--- config.mk ---
export PLATFORM = sky130hd
export DESIGN_NAME = tmr_vote_monitor_flat
export DESIGN_NICKNAME = d
export VERILOG_FILES = /design/src/rtl/tmr_pkg.sv /design/src/rtl/tmr_vote_monitor_if.sv /design/src/rtl/tmr_lane_tracker.sv /design/src/rtl/tmr_vote_monitor.sv /design/src/flat_wrapper.sv
export SDC_FILE = /design/constraint.sdc
export NUM_CORES = 1
export LEC_CHECK = 0
export CORE_ASPECT_RATIO = 2
export CORE_MARGIN = 2
export CORE_UTILIZATION = 35
export CTS_BUF_LIST = sky130_fd_sc_hd__clkbuf_16
export DETAILED_ROUTE_END_ITERATION = 6
export GPL_ROUTABILITY_DRIVEN = 0
export SLEW_MARGIN = 10
export SYNTH_ARGS = -nofsm -noshare
export SYNTH_HDL_FRONTEND = slang
export SYNTH_HIERARCHICAL = 1
export SYNTH_SLANG_ARGS = --single-unit
--- constraint.sdc ---
create_clock -name clk -period 2.5 [get_ports clk]
set_input_delay 0.375 -clock clk [delete_from_list [all_inputs] [get_ports clk]]
set_output_delay 0.375 -clock clk [all_outputs]
set_load 0.01 [all_outputs]
--- src/rtl/tmr_pkg.sv ---
// tmr_pkg: shared types, default parameters and helper functions for the
// TMR vote monitor.
//   tmr_state_e          health state encoding (OK / DEGRADED / FATAL)
//   TMR_CNT_W_DEF        default width of the per-lane total error counter
//   TMR_FAIL_THRESH_DEF  default consecutive-disagreement failure threshold
//   TMR_CONSEC_W         width of the consecutive counter (covers 1..255)
//   maj3()               2-of-3 majority
//   thresh_hit()         one more disagreement will reach the threshold
package tmr_pkg;

  typedef enum logic [1:0] {
    ST_OK       = 2'd0,
    ST_DEGRADED = 2'd1,
    ST_FATAL    = 2'd2
  } tmr_state_e;

  localparam int TMR_CNT_W_DEF       = 8;
  localparam int TMR_FAIL_THRESH_DEF = 4;
  localparam int TMR_CONSEC_W        = 8;

  function automatic logic maj3(input logic a, input logic b, input logic c);
    return (a & b) | (a & c) | (b & c);
  endfunction

  // True when the count sits one below the threshold, so the disagreement
  // being processed now is the one that retires the lane.
  function automatic logic thresh_hit(input logic [TMR_CONSEC_W-1:0] consec,
                                      input int unsigned thresh);
    return (consec == TMR_CONSEC_W'(thresh - 32'd1));
  endfunction

endpackage

--- src/rtl/tmr_vote_monitor_if.sv ---
// tmr_vote_monitor_if: sample input and status output bundle of the TMR
// vote monitor.
//   valid_in, r0, r1, r2   redundant sample and its qualifier
//   clr                    synchronous status clear
//   vote_valid, vote       voted result and its single-cycle qualifier
//   mismatch, lane_err     disagreement pulses for the reported sample
//   err_cnt0..2            saturating per-lane disagreement totals
//   lane_failed            sticky per-lane failure flags
//   state                  health state
// master = sample producer / status consumer, slave = the monitor.
// CNT_W must match the CNT_W of the monitor connected to it.
interface tmr_vote_monitor_if #(
  parameter int CNT_W = tmr_pkg::TMR_CNT_W_DEF
) ();
  import tmr_pkg::*;

  logic             valid_in;
  logic             r0;
  logic             r1;
  logic             r2;
  logic             clr;
  logic             vote_valid;
  logic             vote;
  logic             mismatch;
  logic [2:0]       lane_err;
  logic [CNT_W-1:0] err_cnt0;
  logic [CNT_W-1:0] err_cnt1;
  logic [CNT_W-1:0] err_cnt2;
  logic [2:0]       lane_failed;
  tmr_state_e       state;

  modport master (
    output valid_in, r0, r1, r2, clr,
    input  vote_valid, vote, mismatch, lane_err,
    input  err_cnt0, err_cnt1, err_cnt2, lane_failed, state
  );

  modport slave (
    input  valid_in, r0, r1, r2, clr,
    output vote_valid, vote, mismatch, lane_err,
    output err_cnt0, err_cnt1, err_cnt2, lane_failed, state
  );

endinterface

--- src/rtl/tmr_lane_tracker.sv ---
// tmr_lane_tracker: disagreement bookkeeping for one redundant lane.
//   clk, rst, clr   clock, synchronous reset and synchronous clear
//   sample_en       a sample is being processed this cycle
//   disagree        this lane disagreed with the reference for the sample
//   freeze          ignore the sample (lane retired or fault unattributable)
//   consec_cnt      current run of consecutive disagreements
//   err_cnt         saturating total of disagreements
//   failed          sticky: the run reached FAIL_THRESH
module tmr_lane_tracker import tmr_pkg::*; #(
  parameter int CNT_W       = TMR_CNT_W_DEF,
  parameter int FAIL_THRESH = TMR_FAIL_THRESH_DEF
) (
  input  logic                    clk,
  input  logic                    rst,
  input  logic                    clr,
  input  logic                    sample_en,
  input  logic                    disagree,
  input  logic                    freeze,
  output logic [TMR_CONSEC_W-1:0] consec_cnt,
  output logic [CNT_W-1:0]        err_cnt,
  output logic                    failed
);

  logic [TMR_CONSEC_W-1:0] consec_r;
  logic [CNT_W-1:0]        err_r;
  logic                    failed_r;
  logic                    upd_s;
  logic                    sat_s;

  // Qualify the update and detect total-counter saturation.
  always_comb begin
    upd_s = sample_en & ~freeze;
    sat_s = (err_r == {CNT_W{1'b1}});
  end

  // Counter and sticky-flag state; failure sets in the same update that
  // counts the threshold-reaching disagreement.
  always_ff @(posedge clk) begin
    if (rst || clr) begin
      consec_r <= '0;
      err_r    <= '0;
      failed_r <= 1'b0;
    end else if (upd_s && disagree) begin
      consec_r <= consec_r + TMR_CONSEC_W'(1'b1);
      if (!sat_s) begin
        err_r <= err_r + CNT_W'(1'b1);
      end else begin
        err_r <= err_r;
      end
      if (thresh_hit(consec_r, FAIL_THRESH)) begin
        failed_r <= 1'b1;
      end else begin
        failed_r <= failed_r;
      end
    end else if (upd_s) begin
      consec_r <= '0;
      err_r    <= err_r;
      failed_r <= failed_r;
    end else begin
      consec_r <= consec_r;
      err_r    <= err_r;
      failed_r <= failed_r;
    end
  end

  assign consec_cnt = consec_r;
  assign err_cnt    = err_r;
  assign failed     = failed_r;

endmodule

--- src/rtl/tmr_vote_monitor.sv ---
// tmr_vote_monitor: registers triple-redundant result samples, majority-votes
// them, tracks per-lane disagreement and reports system health.
//   clk   sole clock, rising edge
//   rst   synchronous active-high reset
//   bus   tmr_vote_monitor_if.slave: sample in, clr, vote/status out
// Pipeline: stage 1 captures the sample, stage 2 votes and updates all
// counters, flags and the health state; every output is registered.
module tmr_vote_monitor import tmr_pkg::*; #(
  parameter int CNT_W       = TMR_CNT_W_DEF,
  parameter int FAIL_THRESH = TMR_FAIL_THRESH_DEF
) (
  input logic               clk,
  input logic               rst,
  tmr_vote_monitor_if.slave bus
);

  // Stage 1
  logic       s1_valid_r;
  logic [2:0] s1_lanes_r;

  // Voter
  logic       maj_s;
  logic [2:0] lane_diff_s;
  logic       pair_a_s;
  logic       pair_b_s;
  logic       pair_ok_s;
  logic       pair_agree_s;

  // Lane trackers
  logic [2:0]              disagree_s;
  logic [2:0]              freeze_s;
  logic [2:0]              fail_now_s;
  logic [2:0]              lane_failed_s;
  logic [TMR_CONSEC_W-1:0] consec_s [3];
  logic [CNT_W-1:0]        err_cnt_s [3];

  // FSM and output registers
  tmr_state_e state_r;
  tmr_state_e state_nxt_s;
  logic       vote_valid_r;
  logic       vote_r;
  logic       mismatch_r;
  logic [2:0] lane_err_r;
  logic       vote_valid_nxt_s;
  logic       vote_nxt_s;
  logic       mismatch_nxt_s;
  logic [2:0] lane_err_nxt_s;

  // Stage-1 capture; a sample arriving alongside rst/clr is dropped.
  always_ff @(posedge clk) begin
    if (rst || bus.clr) begin
      s1_valid_r <= 1'b0;
      s1_lanes_r <= 3'b000;
    end else begin
      s1_valid_r <= bus.valid_in;
      s1_lanes_r <= {bus.r2, bus.r1, bus.r0};
    end
  end

  // 3-way majority and per-lane difference against it.
  always_comb begin
    maj_s       = maj3(s1_lanes_r[0], s1_lanes_r[1], s1_lanes_r[2]);
    lane_diff_s = s1_lanes_r ^ {3{maj_s}};
  end

  // Select the two surviving lanes in degraded mode; any failure pattern
  // other than exactly one retired lane is treated as a non-agreeing pair.
  always_comb begin
    pair_a_s  = 1'b0;
    pair_b_s  = 1'b0;
    pair_ok_s = 1'b0;
    case (lane_failed_s)
      3'b001: begin
        pair_a_s  = s1_lanes_r[1];
        pair_b_s  = s1_lanes_r[2];
        pair_ok_s = 1'b1;
      end
      3'b010: begin
        pair_a_s  = s1_lanes_r[0];
        pair_b_s  = s1_lanes_r[2];
        pair_ok_s = 1'b1;
      end
      3'b100: begin
        pair_a_s  = s1_lanes_r[0];
        pair_b_s  = s1_lanes_r[1];
        pair_ok_s = 1'b1;
      end
      default: begin
        pair_a_s  = 1'b0;
        pair_b_s  = 1'b0;
        pair_ok_s = 1'b0;
      end
    endcase
    pair_agree_s = pair_ok_s & (pair_a_s == pair_b_s);
  end

  // Tracker controls: only OK mode attributes disagreement to a lane; in
  // degraded mode an agreeing pair resets the survivors' runs, a split pair
  // is unattributable so every tracker holds.
  always_comb begin
    disagree_s = 3'b000;
    freeze_s   = 3'b111;
    case (state_r)
      ST_OK: begin
        disagree_s = lane_diff_s;
        freeze_s   = lane_failed_s;
      end
      ST_DEGRADED: begin
        disagree_s = 3'b000;
        if (pair_agree_s) begin
          freeze_s = lane_failed_s;
        end else begin
          freeze_s = 3'b111;
        end
      end
      default: begin
        disagree_s = 3'b000;
        freeze_s   = 3'b111;
      end
    endcase
  end

  for (genvar i = 0; i < 3; i++) begin : g_lane
    tmr_lane_tracker #(
      .CNT_W       (CNT_W),
      .FAIL_THRESH (FAIL_THRESH)
    ) u_trk (
      .clk        (clk),
      .rst        (rst),
      .clr        (bus.clr),
      .sample_en  (s1_valid_r),
      .disagree   (disagree_s[i]),
      .freeze     (freeze_s[i]),
      .consec_cnt (consec_s[i]),
      .err_cnt    (err_cnt_s[i]),
      .failed     (lane_failed_s[i])
    );
  end

  // Lanes whose sticky failure flag sets on this edge.
  always_comb begin
    fail_now_s = 3'b000;
    for (int i = 0; i < 3; i++) begin
      fail_now_s[i] = s1_valid_r & ~freeze_s[i] & disagree_s[i] &
                      thresh_hit(consec_s[i], FAIL_THRESH);
    end
  end

  // Health state register.
  always_ff @(posedge clk) begin
    if (rst || bus.clr) begin
      state_r <= ST_OK;
    end else begin
      state_r <= state_nxt_s;
    end
  end

  // Health next-state; the unused encoding falls into FATAL.
  always_comb begin
    state_nxt_s = state_r;
    case (state_r)
      ST_OK: begin
        if (s1_valid_r && (fail_now_s != 3'b000)) begin
          state_nxt_s = ST_DEGRADED;
        end else begin
          state_nxt_s = ST_OK;
        end
      end
      ST_DEGRADED: begin
        if (s1_valid_r && !pair_agree_s) begin
          state_nxt_s = ST_FATAL;
        end else begin
          state_nxt_s = ST_DEGRADED;
        end
      end
      ST_FATAL: begin
        state_nxt_s = ST_FATAL;
      end
      default: begin
        state_nxt_s = ST_FATAL;
      end
    endcase
  end

  // Output decode for the sample in stage 2; vote holds when not reported.
  always_comb begin
    vote_valid_nxt_s = 1'b0;
    vote_nxt_s       = vote_r;
    mismatch_nxt_s   = 1'b0;
    lane_err_nxt_s   = 3'b000;
    case (state_r)
      ST_OK: begin
        if (s1_valid_r) begin
          vote_valid_nxt_s = 1'b1;
          vote_nxt_s       = maj_s;
          lane_err_nxt_s   = lane_diff_s;
          mismatch_nxt_s   = |lane_diff_s;
        end else begin
          vote_valid_nxt_s = 1'b0;
        end
      end
      ST_DEGRADED: begin
        if (s1_valid_r && pair_agree_s) begin
          vote_valid_nxt_s = 1'b1;
          vote_nxt_s       = pair_a_s;
        end else if (s1_valid_r) begin
          mismatch_nxt_s = 1'b1;
        end else begin
          vote_valid_nxt_s = 1'b0;
        end
      end
      default: begin
        vote_valid_nxt_s = 1'b0;
      end
    endcase
  end

  // Registered vote and pulse outputs.
  always_ff @(posedge clk) begin
    if (rst || bus.clr) begin
      vote_valid_r <= 1'b0;
      vote_r       <= 1'b0;
      mismatch_r   <= 1'b0;
      lane_err_r   <= 3'b000;
    end else begin
      vote_valid_r <= vote_valid_nxt_s;
      vote_r       <= vote_nxt_s;
      mismatch_r   <= mismatch_nxt_s;
      lane_err_r   <= lane_err_nxt_s;
    end
  end

  assign bus.vote_valid  = vote_valid_r;
  assign bus.vote        = vote_r;
  assign bus.mismatch    = mismatch_r;
  assign bus.lane_err    = lane_err_r;
  assign bus.err_cnt0    = err_cnt_s[0];
  assign bus.err_cnt1    = err_cnt_s[1];
  assign bus.err_cnt2    = err_cnt_s[2];
  assign bus.lane_failed = lane_failed_s;
  assign bus.state       = state_r;

endmodule
--- src/flat_wrapper.sv ---
// flat-port wrapper written by rule: the top's interface ports become plain ports
module tmr_vote_monitor_flat import tmr_pkg::*;
#(
  parameter int CNT_W       = TMR_CNT_W_DEF,
  parameter int FAIL_THRESH = TMR_FAIL_THRESH_DEF
)
  (clk, rst, bus_valid_in, bus_r0, bus_r1, bus_r2, bus_clr, bus_vote_valid, bus_vote, bus_mismatch, bus_lane_err, bus_err_cnt0, bus_err_cnt1, bus_err_cnt2, bus_lane_failed, bus_state);
  tmr_vote_monitor_if #(.CNT_W(CNT_W)) bus_i ();
  input logic clk;
  input logic rst;
  input wire logic [$bits(bus_i.valid_in)-1:0] bus_valid_in;
  input wire logic [$bits(bus_i.r0)-1:0] bus_r0;
  input wire logic [$bits(bus_i.r1)-1:0] bus_r1;
  input wire logic [$bits(bus_i.r2)-1:0] bus_r2;
  input wire logic [$bits(bus_i.clr)-1:0] bus_clr;
  output wire logic [$bits(bus_i.vote_valid)-1:0] bus_vote_valid;
  output wire logic [$bits(bus_i.vote)-1:0] bus_vote;
  output wire logic [$bits(bus_i.mismatch)-1:0] bus_mismatch;
  output wire logic [$bits(bus_i.lane_err)-1:0] bus_lane_err;
  output wire logic [$bits(bus_i.err_cnt0)-1:0] bus_err_cnt0;
  output wire logic [$bits(bus_i.err_cnt1)-1:0] bus_err_cnt1;
  output wire logic [$bits(bus_i.err_cnt2)-1:0] bus_err_cnt2;
  output wire logic [$bits(bus_i.lane_failed)-1:0] bus_lane_failed;
  output wire logic [$bits(bus_i.state)-1:0] bus_state;
  assign bus_i.valid_in = bus_valid_in;
  assign bus_i.r0 = bus_r0;
  assign bus_i.r1 = bus_r1;
  assign bus_i.r2 = bus_r2;
  assign bus_i.clr = bus_clr;
  assign bus_vote_valid = bus_i.vote_valid;
  assign bus_vote = bus_i.vote;
  assign bus_mismatch = bus_i.mismatch;
  assign bus_lane_err = bus_i.lane_err;
  assign bus_err_cnt0 = bus_i.err_cnt0;
  assign bus_err_cnt1 = bus_i.err_cnt1;
  assign bus_err_cnt2 = bus_i.err_cnt2;
  assign bus_lane_failed = bus_i.lane_failed;
  assign bus_state = bus_i.state;
  tmr_vote_monitor #(.CNT_W(CNT_W), .FAIL_THRESH(FAIL_THRESH)) u_core (.clk(clk), .rst(rst), .bus(bus_i));
endmodule
==> impl_results.md, run 1 <==
* Arrival @ worst endpoint at 2650 ps
* Flops & latches, synth at 63
* R2R Path End: u_core/g_lane[0].u_trk/consec_cnt[4]$_SDFFE_PP0P_
* Worst vdd ir at between 0.3 and 0.4 mV
* CTS Buffer Depth at 2
* First-pass iteration count of the detailed router at 4
* Num CTS Buffers at 9
* Post-CTS Setup Inserts at 0
* Final Cycle Share at 0.952
* Largest net degree at the start of global routing at 12
* Leakage at 1.49 nW
* Worst-path clk slew at 50 ps
* Drt wl/cell at approximately 16 µm
* Number of remaining DRC errors at 0
* Final WL at about 9.2 mm
* Top cells by area, synth: dfxtp_1 38%, mux2i_1 6.7%, a21oi_1 4.7%
* Crit Reg-Reg Startpoint: u_core/s1_lanes_r[0]$_SDFF_PP0_
* Async set-reset flop share out of synthesis at 0
* Worst min-delay path category: flip-flop to flip-flop
* Placed Area at 4030 µm²
* Initial Util at 0.357
* CTS tree: yes
* Die Y at between 100 and 150 µm
* Max Clk Rate at 0.420 GHz
* Worst Hold Depth at 2
* Setup_tns at 0 ps
* CP Data Required Time at 2760 ps
* Fraction of layout cells with a size suffix above 1 at 0.148
* DP HPWL at approximately 6.9 mm
* Die Width at between 70 and 80 µm
* Fin. Hold Viols at 0
* Crit path kind: flip-flop to flip-flop
* Pins Over Slew Limit at 0
* Number of global-route vias before repair at 3,237
* Predominant post-synthesis flop cell: dfxtp_1
* RSZ-0062 raised after global routing: false
* Util after Layout at 0.470
* EDFF count, synth at 0
* Via-to-Cell Ratio at 5.77
* Synth cell types at 48
* Number of max-cap violations at 0
* Worst relative slew slack at 0.712
* Post-synthesis instance total at between 300 and 400
* Cell Rows at 50
* Sequential fraction of the synthesis area at 0.382
* Register-to-register setup slack at 120 ps
* Max FO, Critical Path at 6
* Synth warn at 6
* Root buffer cell: clkbuf_16
* Antenna Cells at 0
* CTS sink count at 63
* Nets@finish at 474
* First-pass GRT wire length at 15.2 mm
* Latest clock arrival within the worst-skew pair at between 300 and 400 ps
* Post-synth top area share at 0.382
* IO Port Bufs at 41
* Startpoint types: flip-flop
* Synth Net Count at approximately 400
* Placed insts at 554
* Final-report setup violation count at 0
* Synthesized area at between 3000 and 4000 µm²
* Leading area contributor after synthesis: dfxtp_1
* R2r worst-path depth at 8
* Clk_skew at 6.00 ps
* Design Area, Final at 4350 µm²
* Max H-tree Level at 3
* Antenna Violating Nets Remaining at 0
* Status: complete, no violations
* Via count of the routed design at 3,291
* PD cells at 542 nW/µm²
* Hold endpoint: u_core/bus.vote$_SDFFE_PP0P_
* Critical Path End Type: flip-flop
* Boundary pin count at 42
* CTS Hold Bufs at 0
* Initial antenna violation count at 0
* Die area at 10,300 µm²
* Hold_sp: u_core/bus.vote$_SDFFE_PP0P_
* Final min period at 2380 ps
* Layout area overhead at 31.8%
* Number of DRC markers in iteration 0 at 155
* Layout Cells excl Fill at 570
* Avg Cell Area, Syn at about 8.6 µm²
* Slew @ Worst Pin at between 400 and 500 ps
* GRT Overall Usage at 0.189
* Core area at 9260 µm²
* Total grt overflow at 0
sequential cells by signal (all words and copies together) (netlist names):
name and count:
u_core/g_lane.u_trk/failed 3, u_core/g_lane.u_trk/err_cnt 24, u_core/g_lane.u_trk/consec_cnt 24, u_core/bus.mismatch 1, u_core/s1_lanes_r 3, u_core/bus.vote 1, u_core/bus.vote_valid 1, u_core/bus.state 2
u_core/bus.lane_err 3, u_core/s1_valid_r 1
metrics by stage:
step / power, W / hold slack (ps) / setup slack, ps
finish: 0.00236 / 468 / 119
global route: 0.00245 / 511 / 16.9
CTS: 0.00238 / 477 / 39.9
detailed placement: 0.00115 / 470 / -46.5
global placement: 0.00115 / 454 / 27.7
floorplan: 0.00109 / 444 / 96.7
cell families after synthesis:
kind of cell / count (synthesis) / share of synthesized area
AOI/OAI and AO/OA: 83 / 0.160
adders and majority gates: 6 / 0.0227
buffers and inverters: 21 / 0.0356
xor gates and xnor gates: 2 / 0.00530
and+or+nand+nor: 188 / 0.328
muxes: 22 / 0.0667
DFF: 63 / 0.382
placed cells by master, fill, tap and decap left out, types with 3 or more instances in the layout:
| cell type | instances |
|---|---|
| nand4b_1 | 4 |
| a21o_1 | 3 |
| a211oi_1 | 8 |
| o21ai_1 | 3 |
| nand2_1 | 41 |
| nand3_1 | 10 |
| clkbuf_16 | 9 |
| nor3b_1 | 3 |
| mux2i_1 | 22 |
| and3b_1 | 3 |
| or2_2 | 5 |
| clkdlybuf4s50_1 | 41 |
| a21oi_1 | 31 |
| nand2b_1 | 3 |
| nor4_1 | 13 |
| o21a_1 | 3 |
| ha_1 | 6 |
| and2_1 | 5 |
| nor2_1 | 19 |
| o31ai_1 | 9 |
| nor2b_1 | 6 |
| o21ai_0 | 15 |
| dfxtp_1 | 60 |
| or2_1 | 3 |
| and4_1 | 6 |
| nand3b_1 | 8 |
| and3_1 | 3 |
| or4_1 | 16 |
| nand4_1 | 12 |
| nor3_1 | 9 |
| buf_4 | 36 |
| or3_1 | 10 |
| dfxtp_2 | 3 |
| inv_1 | 10 |
cell type report:
type	count	area (µm²)
clock buffers	9	225
fillers	913	4910
repair buffers	77	681
well taps	104	130
clock inverters	7	63.8
multi-input cells	301	1950
flip-flops and latches	63	1260
inverters	9	33.8
where the power goes:
| group | total, W | switching [W] | internal (W) |
|---|---|---|---|
| Sequential | 0.00101 | 0.00000512 | 0.00101 |
| Clock | 0.00123 | 0.000462 | 0.000763 |
| Combinational | 0.000122 | 0.0000666 | 0.0000549 |
routing by layer:
metal | part of all wire | wire, µm | GRT usage
met3 | 0.038 | 347 | 0.0412
met5 | 0 | 0 | 0
met1 | 0.38 | 3510 | 0.198
met2 | 0.55 | 5020 | 0.335
met4 | 0.035 | 326 | 0.106
worst max-delay path by stage:
stage | from | to | slack [ps] | depth (start not counted)
global route | u_core/s1_lanes_r[0]$_SDFF_PP0_ | u_core/g_lane[2].u_trk/err_cnt[5]$_SDFFE_PP0P_ | 20 | 9
detailed placement | u_core/g_lane[0].u_trk/failed$_SDFFE_PP0P_ | u_core/g_lane[0].u_trk/err_cnt[3]$_SDFFE_PP0P_ | -50 | 8
floorplan | u_core/g_lane[1].u_trk/failed$_SDFFE_PP0P_ | u_core/g_lane[1].u_trk/consec_cnt[6]$_SDFFE_PP0P_ | 100 | 7
finish | u_core/s1_lanes_r[0]$_SDFF_PP0_ | u_core/g_lane[0].u_trk/consec_cnt[4]$_SDFFE_PP0P_ | 120 | 8
global placement | u_core/g_lane[0].u_trk/failed$_SDFFE_PP0P_ | u_core/g_lane[0].u_trk/err_cnt[3]$_SDFFE_PP0P_ | 30 | 8
CTS | u_core/g_lane[2].u_trk/failed$_SDFFE_PP0P_ | u_core/g_lane[0].u_trk/consec_cnt[4]$_SDFFE_PP0P_ | 40 | 8
critical path, cell delays in order (launching register included):
cell	delay (ps)
dfxtp_1	330
xor2_1	200
o41ai_2	310
a31oi_4	80
or3_4	350
buf_4	140
nand3b_1	270
or4_1	550
o21ai_1	90
cells in the mapped netlist (all sizes together) (4+ instances only):
cell type,count
dfxtp,63
nand2,41
a21oi,31
mux2i,22
nor2,19
o21ai,18
or4,16
nor4,14
nand4,12
or3,12
nand3,10
nor3,10
inv,9
o31ai,9
a211oi,8
nand3b,8
or2,8
buf,7
and4,6
ha,6
nand2b,6
nor2b,6
and2,5
clkbuf,5
nor3b,5
nand4b,4
timing repair:
| item | CTS | global route |
|---|---|---|
| endpoints found under the setup margin | 7 | 22 |
| gates resized for setup | 3 | 9 |
| pin swaps | 0 | 3 |
Note: power is estimated with default switching activity, not from simulation.
==> inputs of run 2 (changes only) <==
--- a/config.mk
+++ b/config.mk
@@ -5,6 +5,7 @@
 export SDC_FILE = /design/constraint.sdc
 export NUM_CORES = 1
 export LEC_CHECK = 0
+export ABC_CLOCK_PERIOD_IN_PS = 2500
 export CORE_ASPECT_RATIO = 2
 export CORE_MARGIN = 2
 export CORE_UTILIZATION = 35
==> results of run 2 <==
Final layout, timing and power as in run 1 (identical DEF).
